===== config.mk =====
export PLATFORM = sky130hd
export DESIGN_NAME = keypad_entry_flat
export DESIGN_NICKNAME = d
export VERILOG_FILES = /design/src/rtl/keypad_if.sv /design/src/rtl/keypad_entry.sv /design/src/flat_wrapper.sv
export SDC_FILE = /design/constraint.sdc
export NUM_CORES = 1
export LEC_CHECK = 0
export CAP_MARGIN = 25
export CORE_ASPECT_RATIO = 0.8
export CORE_MARGIN = 2
export CORE_UTILIZATION = 50
export CTS_CLUSTER_SIZE = 16
export DETAILED_ROUTE_END_ITERATION = 10
export PLACE_DENSITY = 0.77
export SYNTH_ARGS = -nofsm -noshare
export SYNTH_HDL_FRONTEND = slang
export SYNTH_SLANG_ARGS = --single-unit

===== constraint.sdc =====
create_clock -name clk -period 7.2 [get_ports clk]
set_clock_uncertainty 0.2 [all_clocks]
set_input_delay 1.44 -clock clk [delete_from_list [all_inputs] [get_ports clk]]
set_output_delay 1.44 -clock clk [all_outputs]
set_load 0.02 [all_outputs]

===== src/rtl/keypad_if.sv =====
// Keypad-side signal bundle for keypad_entry.
// The scanner (master) drives the row lines and publishes the entered value
// and key events; the keypad/consumer side (slave) returns the column lines.
interface keypad_if;
    logic [3:0]  col;        // active-low columns from the keypad
    logic [3:0]  row;        // active-low row drive, one bit low at a time
    logic [13:0] num;        // entered decimal value, 0..9999
    logic        key_valid;  // one-cycle pulse per accepted keypress
    logic [3:0]  key_code;   // code of the last accepted key

    modport master (
        input  col,
        output row,
        output num,
        output key_valid,
        output key_code
    );

    modport slave (
        output col,
        input  row,
        input  num,
        input  key_valid,
        input  key_code
    );
endinterface


===== src/rtl/keypad_entry.sv =====
// 4x4 matrix keypad scanner with frame-based debounce and a four-digit
// decimal entry register.
//
// Flow: rows are strobed one at a time for SCAN_TICKS cycles each; the
// synchronized columns are latched at the last cycle of every row slot into
// a 16-bit frame map. At the end of row 3 the completed frame is compared
// against the debounce candidate; DEBOUNCE_FRAMES identical frames commit
// the candidate to the debounced map. One cycle after a commit, a transition
// from "no keys" to "exactly one key" produces a key event and updates num.
module keypad_entry #(
    parameter int SCAN_TICKS      = 100000,
    parameter int DEBOUNCE_FRAMES = 20
) (
    input logic      clk,
    input logic      rst,
    keypad_if.master kp
);

    localparam int CW = (SCAN_TICKS > 2) ? $clog2(SCAN_TICKS) : 1;
    localparam int DW = $clog2(DEBOUNCE_FRAMES + 1);
    localparam logic [CW-1:0] LAST_TICK = CW'(SCAN_TICKS - 1);
    localparam logic [DW-1:0] DEB_MAX   = DW'(DEBOUNCE_FRAMES);

    // ------------------------------------------------------------------
    // Scan timing
    // ------------------------------------------------------------------
    logic [1:0]    row_idx;
    logic [1:0]    row_idx_next;
    logic [CW-1:0] count;
    logic [3:0]    row_q;
    logic          tick;       // last cycle of the current row slot
    logic          frame_end;  // last cycle of row 3: frame is complete

    assign row_idx_next = row_idx + 2'd1;
    assign tick         = (count == LAST_TICK);
    assign frame_end    = tick && (row_idx == 2'd3);

    // Row slot counter; the row drive moves to the next row on the same
    // edge that the current row's columns are sampled.
    always_ff @(posedge clk or posedge rst) begin
        if (rst) begin
            count   <= '0;
            row_idx <= 2'd0;
            row_q   <= 4'b1110;
        end else if (tick) begin
            count   <= '0;
            row_idx <= row_idx_next;
            row_q   <= ~(4'b0001 << row_idx_next);
        end else begin
            count   <= count + 1'b1;
        end
    end

    // ------------------------------------------------------------------
    // Column synchronizer and frame assembly
    // ------------------------------------------------------------------
    logic [3:0]  col_meta;
    logic [3:0]  col_sync;
    logic [3:0]  pressed_now;
    logic [15:0] frame_map;
    logic [15:0] new_map;

    assign pressed_now = ~col_sync;

    // Two-flop synchronizer; idles at "no column pulled low".
    always_ff @(posedge clk or posedge rst) begin
        if (rst) begin
            col_meta <= 4'b1111;
            col_sync <= 4'b1111;
        end else begin
            col_meta <= kp.col;
            col_sync <= col_meta;
        end
    end

    // Latch the pressed columns of the active row at the end of its slot.
    always_ff @(posedge clk or posedge rst) begin
        if (rst) begin
            frame_map <= '0;
        end else if (tick) begin
            frame_map[{row_idx, 2'b00} +: 4] <= pressed_now;
        end
    end

    // The frame as it stands after this cycle's row sample is merged in;
    // only consumed at frame_end, where the sampled row is row 3.
    always_comb begin
        new_map = frame_map;
        new_map[{row_idx, 2'b00} +: 4] = pressed_now;
    end

    // ------------------------------------------------------------------
    // Debounce
    // ------------------------------------------------------------------
    logic [15:0]   cand;
    logic [15:0]   cand_next;
    logic [DW-1:0] cnt;
    logic [DW-1:0] cnt_next;
    logic [15:0]   deb;
    logic [15:0]   deb_prev;
    logic          deb_load;
    logic          deb_upd;

    // Candidate/count update for a completed frame.
    always_comb begin
        cand_next = cand;
        cnt_next  = cnt;
        if (new_map == cand) begin
            cnt_next = (cnt == DEB_MAX) ? DEB_MAX : cnt + 1'b1;
        end else begin
            cand_next = new_map;
            cnt_next  = DW'(1);
        end
    end

    assign deb_load = frame_end && (cnt_next == DEB_MAX) && (cand_next != deb);

    // Commit a stable frame to the debounced map and remember the old one
    // so the press detector can look at the transition one cycle later.
    always_ff @(posedge clk or posedge rst) begin
        if (rst) begin
            cand     <= '0;
            cnt      <= DEB_MAX;
            deb      <= '0;
            deb_prev <= '0;
            deb_upd  <= 1'b0;
        end else begin
            if (frame_end) begin
                cand <= cand_next;
                cnt  <= cnt_next;
            end
            if (deb_load) begin
                deb      <= cand_next;
                deb_prev <= deb;
            end
            deb_upd <= deb_load;
        end
    end

    // ------------------------------------------------------------------
    // Press detection and value entry
    // ------------------------------------------------------------------
    logic [3:0]  hit_idx;
    logic [3:0]  press_code;
    logic        press_hit;
    logic [13:0] num_q;
    logic [13:0] num_next;
    logic        key_valid_q;
    logic [3:0]  key_code_q;

    // Keypad position (4*row + col) to key code.
    function automatic logic [3:0] pos_to_code(input logic [3:0] pos);
        case (pos)
            4'd0:    pos_to_code = 4'd1;
            4'd1:    pos_to_code = 4'd2;
            4'd2:    pos_to_code = 4'd3;
            4'd3:    pos_to_code = 4'd10;
            4'd4:    pos_to_code = 4'd4;
            4'd5:    pos_to_code = 4'd5;
            4'd6:    pos_to_code = 4'd6;
            4'd7:    pos_to_code = 4'd11;
            4'd8:    pos_to_code = 4'd7;
            4'd9:    pos_to_code = 4'd8;
            4'd10:   pos_to_code = 4'd9;
            4'd11:   pos_to_code = 4'd12;
            4'd12:   pos_to_code = 4'd14;
            4'd13:   pos_to_code = 4'd0;
            4'd14:   pos_to_code = 4'd15;
            default: pos_to_code = 4'd13;
        endcase
    endfunction

    // Position of the set bit; only meaningful when deb is one-hot.
    always_comb begin
        hit_idx = 4'd0;
        for (int i = 0; i < 16; i++) begin
            if (deb[i]) hit_idx = 4'(i);
        end
    end

    assign press_code = pos_to_code(hit_idx);
    assign press_hit  = deb_upd && (deb_prev == 16'd0) && $onehot(deb);

    // Next entered value for the accepted key: digits shift in from the
    // right dropping the top digit, '*' clears, '#' deletes the last digit.
    always_comb begin
        num_next = num_q;
        if (press_code <= 4'd9) begin
            num_next = (num_q % 14'd1000) * 14'd10 + {10'd0, press_code};
        end else if (press_code == 4'd14) begin
            num_next = 14'd0;
        end else if (press_code == 4'd15) begin
            num_next = num_q / 14'd10;
        end
    end

    // Event pulse, held key code and entered value all update together.
    always_ff @(posedge clk or posedge rst) begin
        if (rst) begin
            key_valid_q <= 1'b0;
            key_code_q  <= 4'd0;
            num_q       <= 14'd0;
        end else begin
            key_valid_q <= press_hit;
            if (press_hit) begin
                key_code_q <= press_code;
                num_q      <= num_next;
            end
        end
    end

    assign kp.row       = row_q;
    assign kp.num       = num_q;
    assign kp.key_valid = key_valid_q;
    assign kp.key_code  = key_code_q;

endmodule


===== src/flat_wrapper.sv =====
// flat-port wrapper written by rule: the top's interface ports become plain ports
module keypad_entry_flat 
#(
    parameter int SCAN_TICKS      = 100000,
    parameter int DEBOUNCE_FRAMES = 20
)
  (clk, rst, kp_col, kp_row, kp_num, kp_key_valid, kp_key_code);
  keypad_if kp_i ();
  input logic clk;
  input logic rst;
  input wire logic [$bits(kp_i.col)-1:0] kp_col;
  output wire logic [$bits(kp_i.row)-1:0] kp_row;
  output wire logic [$bits(kp_i.num)-1:0] kp_num;
  output wire logic [$bits(kp_i.key_valid)-1:0] kp_key_valid;
  output wire logic [$bits(kp_i.key_code)-1:0] kp_key_code;
  assign kp_i.col = kp_col;
  assign kp_row = kp_i.row;
  assign kp_num = kp_i.num;
  assign kp_key_valid = kp_i.key_valid;
  assign kp_key_code = kp_i.key_code;
  keypad_entry #(.SCAN_TICKS(SCAN_TICKS), .DEBOUNCE_FRAMES(DEBOUNCE_FRAMES)) u_core (.clk(clk), .rst(rst), .kp(kp_i));
endmodule

==> results.json <==
{
  "outcome": "completed",
  "cts_inserted_buffers": 17,
  "busiest_layer": "met2",
  "insertion_delay_ns": 0.42,
  "crit_required_ns": 7.33,
  "leakage_nw": 4.47,
  "critical_path.max_fanout": 24,
  "crit_top_cell": "xnor2_1",
  "critPathArrivalTime_ns": 6.70,
  "irDropWorstVdd_v": 0.000168,
  "cp_top_family": "simple AND/OR/NAND/NOR gates",
  "placementRows": 44,
  "clock-root-buffer": "clkbuf_16",
  "timing.rr.start": "u_core.kp.num[7]",
  "ctsHoldBuffers": 0,
  "chipHeight_um": 125,
  "powerDensity_mw_per_mm2": 153,
  "fin_util": 0.568,
  "min_period_ns": 6.58,
  "synth_edf_count": 0,
  "hold_class": "reg2reg",
  "grt_first_pass_wirelength_um": 35500,
  "setup.worst_path.end_class": "register",
  "slew_headroom": 0.414,
  "worst-setup-path-type": "reg2reg",
  "min_period_over_period": 0.914,
  "total_power_mw": 1.57,
  "die_w_um": 156,
  "fin_nets": 1136,
  "regToRegSetupSlack_ns": 0.62,
  "tightest_slew_ns": 0.871,
  "globalplace.congestion": 0.872,
  "drt_pass1_iterations": 5,
  "antenna_found_initial": 0,
  "fin_setup_tns_ns": 0,
  "core_area_sq_mm": 0.0181,
  "reg2reg_to": "u_core.kp.num[13]",
  "wl_um": 20900,
  "vias": 7772,
  "synth_ff_type": "dfrtp_1",
  "cts_tree": "yes",
  "start_util": 0.509,
  "synthCells": 1056,
  "slowest_stage": "o41ai_4",
  "slew_viol_final": 0,
  "grt_overflow": 0,
  "drc": 0,
  "first_iter_violations": 857,
  "worstRegToRegCells": 24,
  "critPathLaunchType": "register",
  "use_met3": 0.0409,
  "cts.sinks": 120,
  "path_cells": "buf_4 -> nor2_1 -> inv_1 -> nor2_1 -> o21ai_0 -> o211a_1 -> nor4_4 -> a21boi_2 -> a31oi_1 -> o41ai_4 -> nand2_1 -> xnor2_1 -> ha_1 -> inv_1 -> fa_1 -> xnor2_1 -> nor3b_1 -> and3_1 -> and3_1 -> nand3_1 -> xnor2_1 -> xnor2_1 -> nand2_1 -> o21ai_0",
  "setup.worst_path.start": "u_core.kp.num[7]",
  "critPathMaxStageDelay_ns": 0.56,
  "place_hpwl_um": 14900,
  "met2_usage": 0.331,
  "synth_seq_area_share": 0.327,
  "setup_viol": 0,
  "wire_per_inst_um": 16.0,
  "maxCapViolCount": 0,
  "syn_to_final_growth_pct": 11.5,
  "cp.buffers_inverters": 3,
  "max_freq_mhz": 152,
  "cp.depth": 24,
  "hold_violations": 0,
  "dieArea_sq_mm": 0.0195,
  "path_clk_slew_ns": 0.06,
  "crit_path_end": "u_core.kp.num[13]",
  "synth.avg_cell_area_sq_um": 8.73,
  "layout-drive-gt1-share": 0.120,
  "first_global_vias": 7117,
  "antenna_cells": 0,
  "ant_nets": 0,
  "avgViaCountPerCell": 5.93,
  "synth_warnings": 0,
  "ctsHtreeMaxLevel": 4,
  "io_buffers": 28,
  "clockBufferDepth": 2,
  "synth_cell_types": 101,
  "rsz0062_at_grt": "no",
  "grt_start_max_net_pins": 68,
  "syn_area_sq_mm": 0.00922,
  "async_flop_share": 1.00,
  "gr-usage-met1": 0.330,
  "grt_use_total": 0.221,
  "ys_ff_latch": 120,
  "ios": 29
}
## state kept, by name (all words and copies together) (netlist names), 4 cells and up
| signal | count |
|---|---|
| u_core.cand | 16 |
| u_core.cnt | 5 |
| u_core.col_meta | 4 |
| u_core.col_sync | 4 |
| u_core.count | 17 |
| u_core.deb | 16 |
| u_core.deb_prev | 16 |
| u_core.frame_map | 16 |
| u_core.kp.key_code | 4 |
| u_core.kp.num | 14 |
| u_core.kp.row | 4 |
## repair_timing
action                                  CTS  global route
endpoints found under the setup margin    0             1
buffers inserted                          0             0
resized for setup                         0             3
## Yosys cell counts, types with 3 or more instances
cell type | n | area (sq um)
nand4_1 | 14 | 87.6
or2_2 | 3 | 18.8
o221ai_1 | 5 | 43.8
dfrtp_1 | 107 | 2680
o22ai_1 | 3 | 18.8
nor3_1 | 26 | 130
o21bai_1 | 6 | 45.0
o21a_1 | 8 | 60.1
buf_4 | 7 | 52.6
nand2_1 | 69 | 259
inv_1 | 56 | 210
nand2b_1 | 6 | 37.5
a31oi_1 | 10 | 62.6
nor3b_1 | 4 | 30.0
a21o_1 | 7 | 52.6
or3_1 | 10 | 62.6
nor4_1 | 10 | 62.6
o211a_1 | 3 | 30.0
xor2_1 | 30 | 263
o211ai_1 | 5 | 37.5
nor2_1 | 111 | 417
buf_6 | 4 | 45.0
and3_1 | 6 | 37.5
xnor2_1 | 53 | 464
fa_1 | 13 | 260
mux2_2 | 20 | 225
buf_1 | 3 | 11.3
a22oi_1 | 6 | 45.0
a21oi_1 | 121 | 606
nor2b_1 | 12 | 75.1
o31ai_1 | 5 | 37.5
clkbuf_1 | 34 | 128
nand3b_1 | 5 | 37.5
o41ai_1 | 3 | 26.3
a211oi_1 | 9 | 67.6
o21ai_0 | 53 | 265
ha_1 | 50 | 626
buf_2 | 7 | 35.0
dfstp_2 | 13 | 342
a21boi_1 | 3 | 22.5
nand3_1 | 34 | 170
and2_1 | 3 | 18.8
o21ai_1 | 6 | 30.0
mux2i_1 | 11 | 110
## cell families after synthesis
| logic type | Yosys count | share of synthesized area |
|---|---|---|
| simple gates | 342 | 0.189 |
| fa+ha+maj | 67 | 0.101 |
| buf+inv | 113 | 0.0531 |
| xor+xnor | 84 | 0.0818 |
| mux | 31 | 0.0364 |
| flops | 120 | 0.327 |
| other cells | 1 | 0.000407 |
| compound gates | 298 | 0.211 |
## stage by stage
step	hold slack (ns)	cell area [sq um]	cells	setup slack [ns]
2_1_floorplan	0.145	9220	1057	1.35
3_3_place_gp	0.146	9650	1275	0.897
3_5_place_dp	0.147	9670	1277	0.701
4_1_cts	0.156	10300	1309	0.606
5_1_grt	0.158	10300	1310	0.0223
6_report	0.155	10300	1310	0.621
## layout by cell type (no fill, tap or decap), types with 4 or more instances in the layout
master	Yosys	final
nor4_1	10	10
o31ai_1	5	5
a22oi_1	6	6
o21ai_1	6	6
a21o_1	7	7
nand2_1	69	69
nor2_1	111	109
nand2b_1	6	6
buf_4	7	17
nor3_1	26	25
o21ai_0	53	53
a21oi_1	121	121
mux2i_1	11	11
dfrtp_1	107	104
nand3_1	34	34
nor3b_1	4	4
xnor2_1	53	53
o21bai_1	6	6
and3_1	6	6
xor2_1	30	30
o21a_1	8	8
clkbuf_16	0	17
inv_1	56	55
o211ai_1	5	5
a31oi_1	10	10
ha_1	50	50
mux2_2	20	20
a211oi_1	9	9
clkinvlp_4	0	4
or3_1	10	10
nand3b_1	5	5
nor2b_1	12	12
clkdlybuf4s50_1	0	28
nand4_1	14	14
o221ai_1	5	5
dfstp_2	13	13
fa_1	13	13
## where the power goes
| part | total, mW | internal (mW) | switching [mW] |
|---|---|---|---|
| registers | 0.681 | 0.679 | 0.00188 |
| logic | 0.0290 | 0.00812 | 0.0209 |
| clock network | 0.862 | 0.530 | 0.333 |
## worst reg2reg max path: cells and delay by family, from the launching register on
kind	cells	cell delay, ns
AOI/OAI and AO/OA	6	1.89
xor gates and xnor gates	4	0.81
adders and majority gates	2	0.75
buffers and inverters	3	0.41
DFF	1	0.46
and+or+nand+nor	9	1.97
## layer usage
| layer | share of wire | vias up | wire, um |
|---|---|---|---|
| met2 | 0.45 | 209 | 9500 |
| met1 | 0.49 | 3735 | 10200 |
| met3 | 0.045 | 27 | 935 |
| li1 | - | 3801 | - |
| met4 | 0.013 | 0 | 280 |
| met5 | 0 | - | 0 |
## worst min-delay path by stage
stage                                  start                 end  slack, ns  depth (start not counted)
final                     u_core.col_meta[0]  u_core.col_sync[0]       0.16                          0
after global routing      u_core.col_meta[0]  u_core.col_sync[0]       0.16                          0
after CTS                 u_core.col_meta[0]  u_core.col_sync[0]       0.16                          0
after detailed placement  u_core.col_meta[0]  u_core.col_sync[0]       0.15                          0
after global placement    u_core.col_meta[3]  u_core.col_sync[3]       0.15                          0
after floorplan           u_core.col_meta[0]  u_core.col_sync[0]       0.15                          0
## area by class of cell
type	count	area (sq um)
well taps	230	288
clock inverters	13	144
multi-input cells	824	5730
clock buffers	19	453
flip-flops and latches	120	3020
fillers	1548	7830
inverters	58	220
repair buffers	46	423
(Power assumes the default switching activity.)
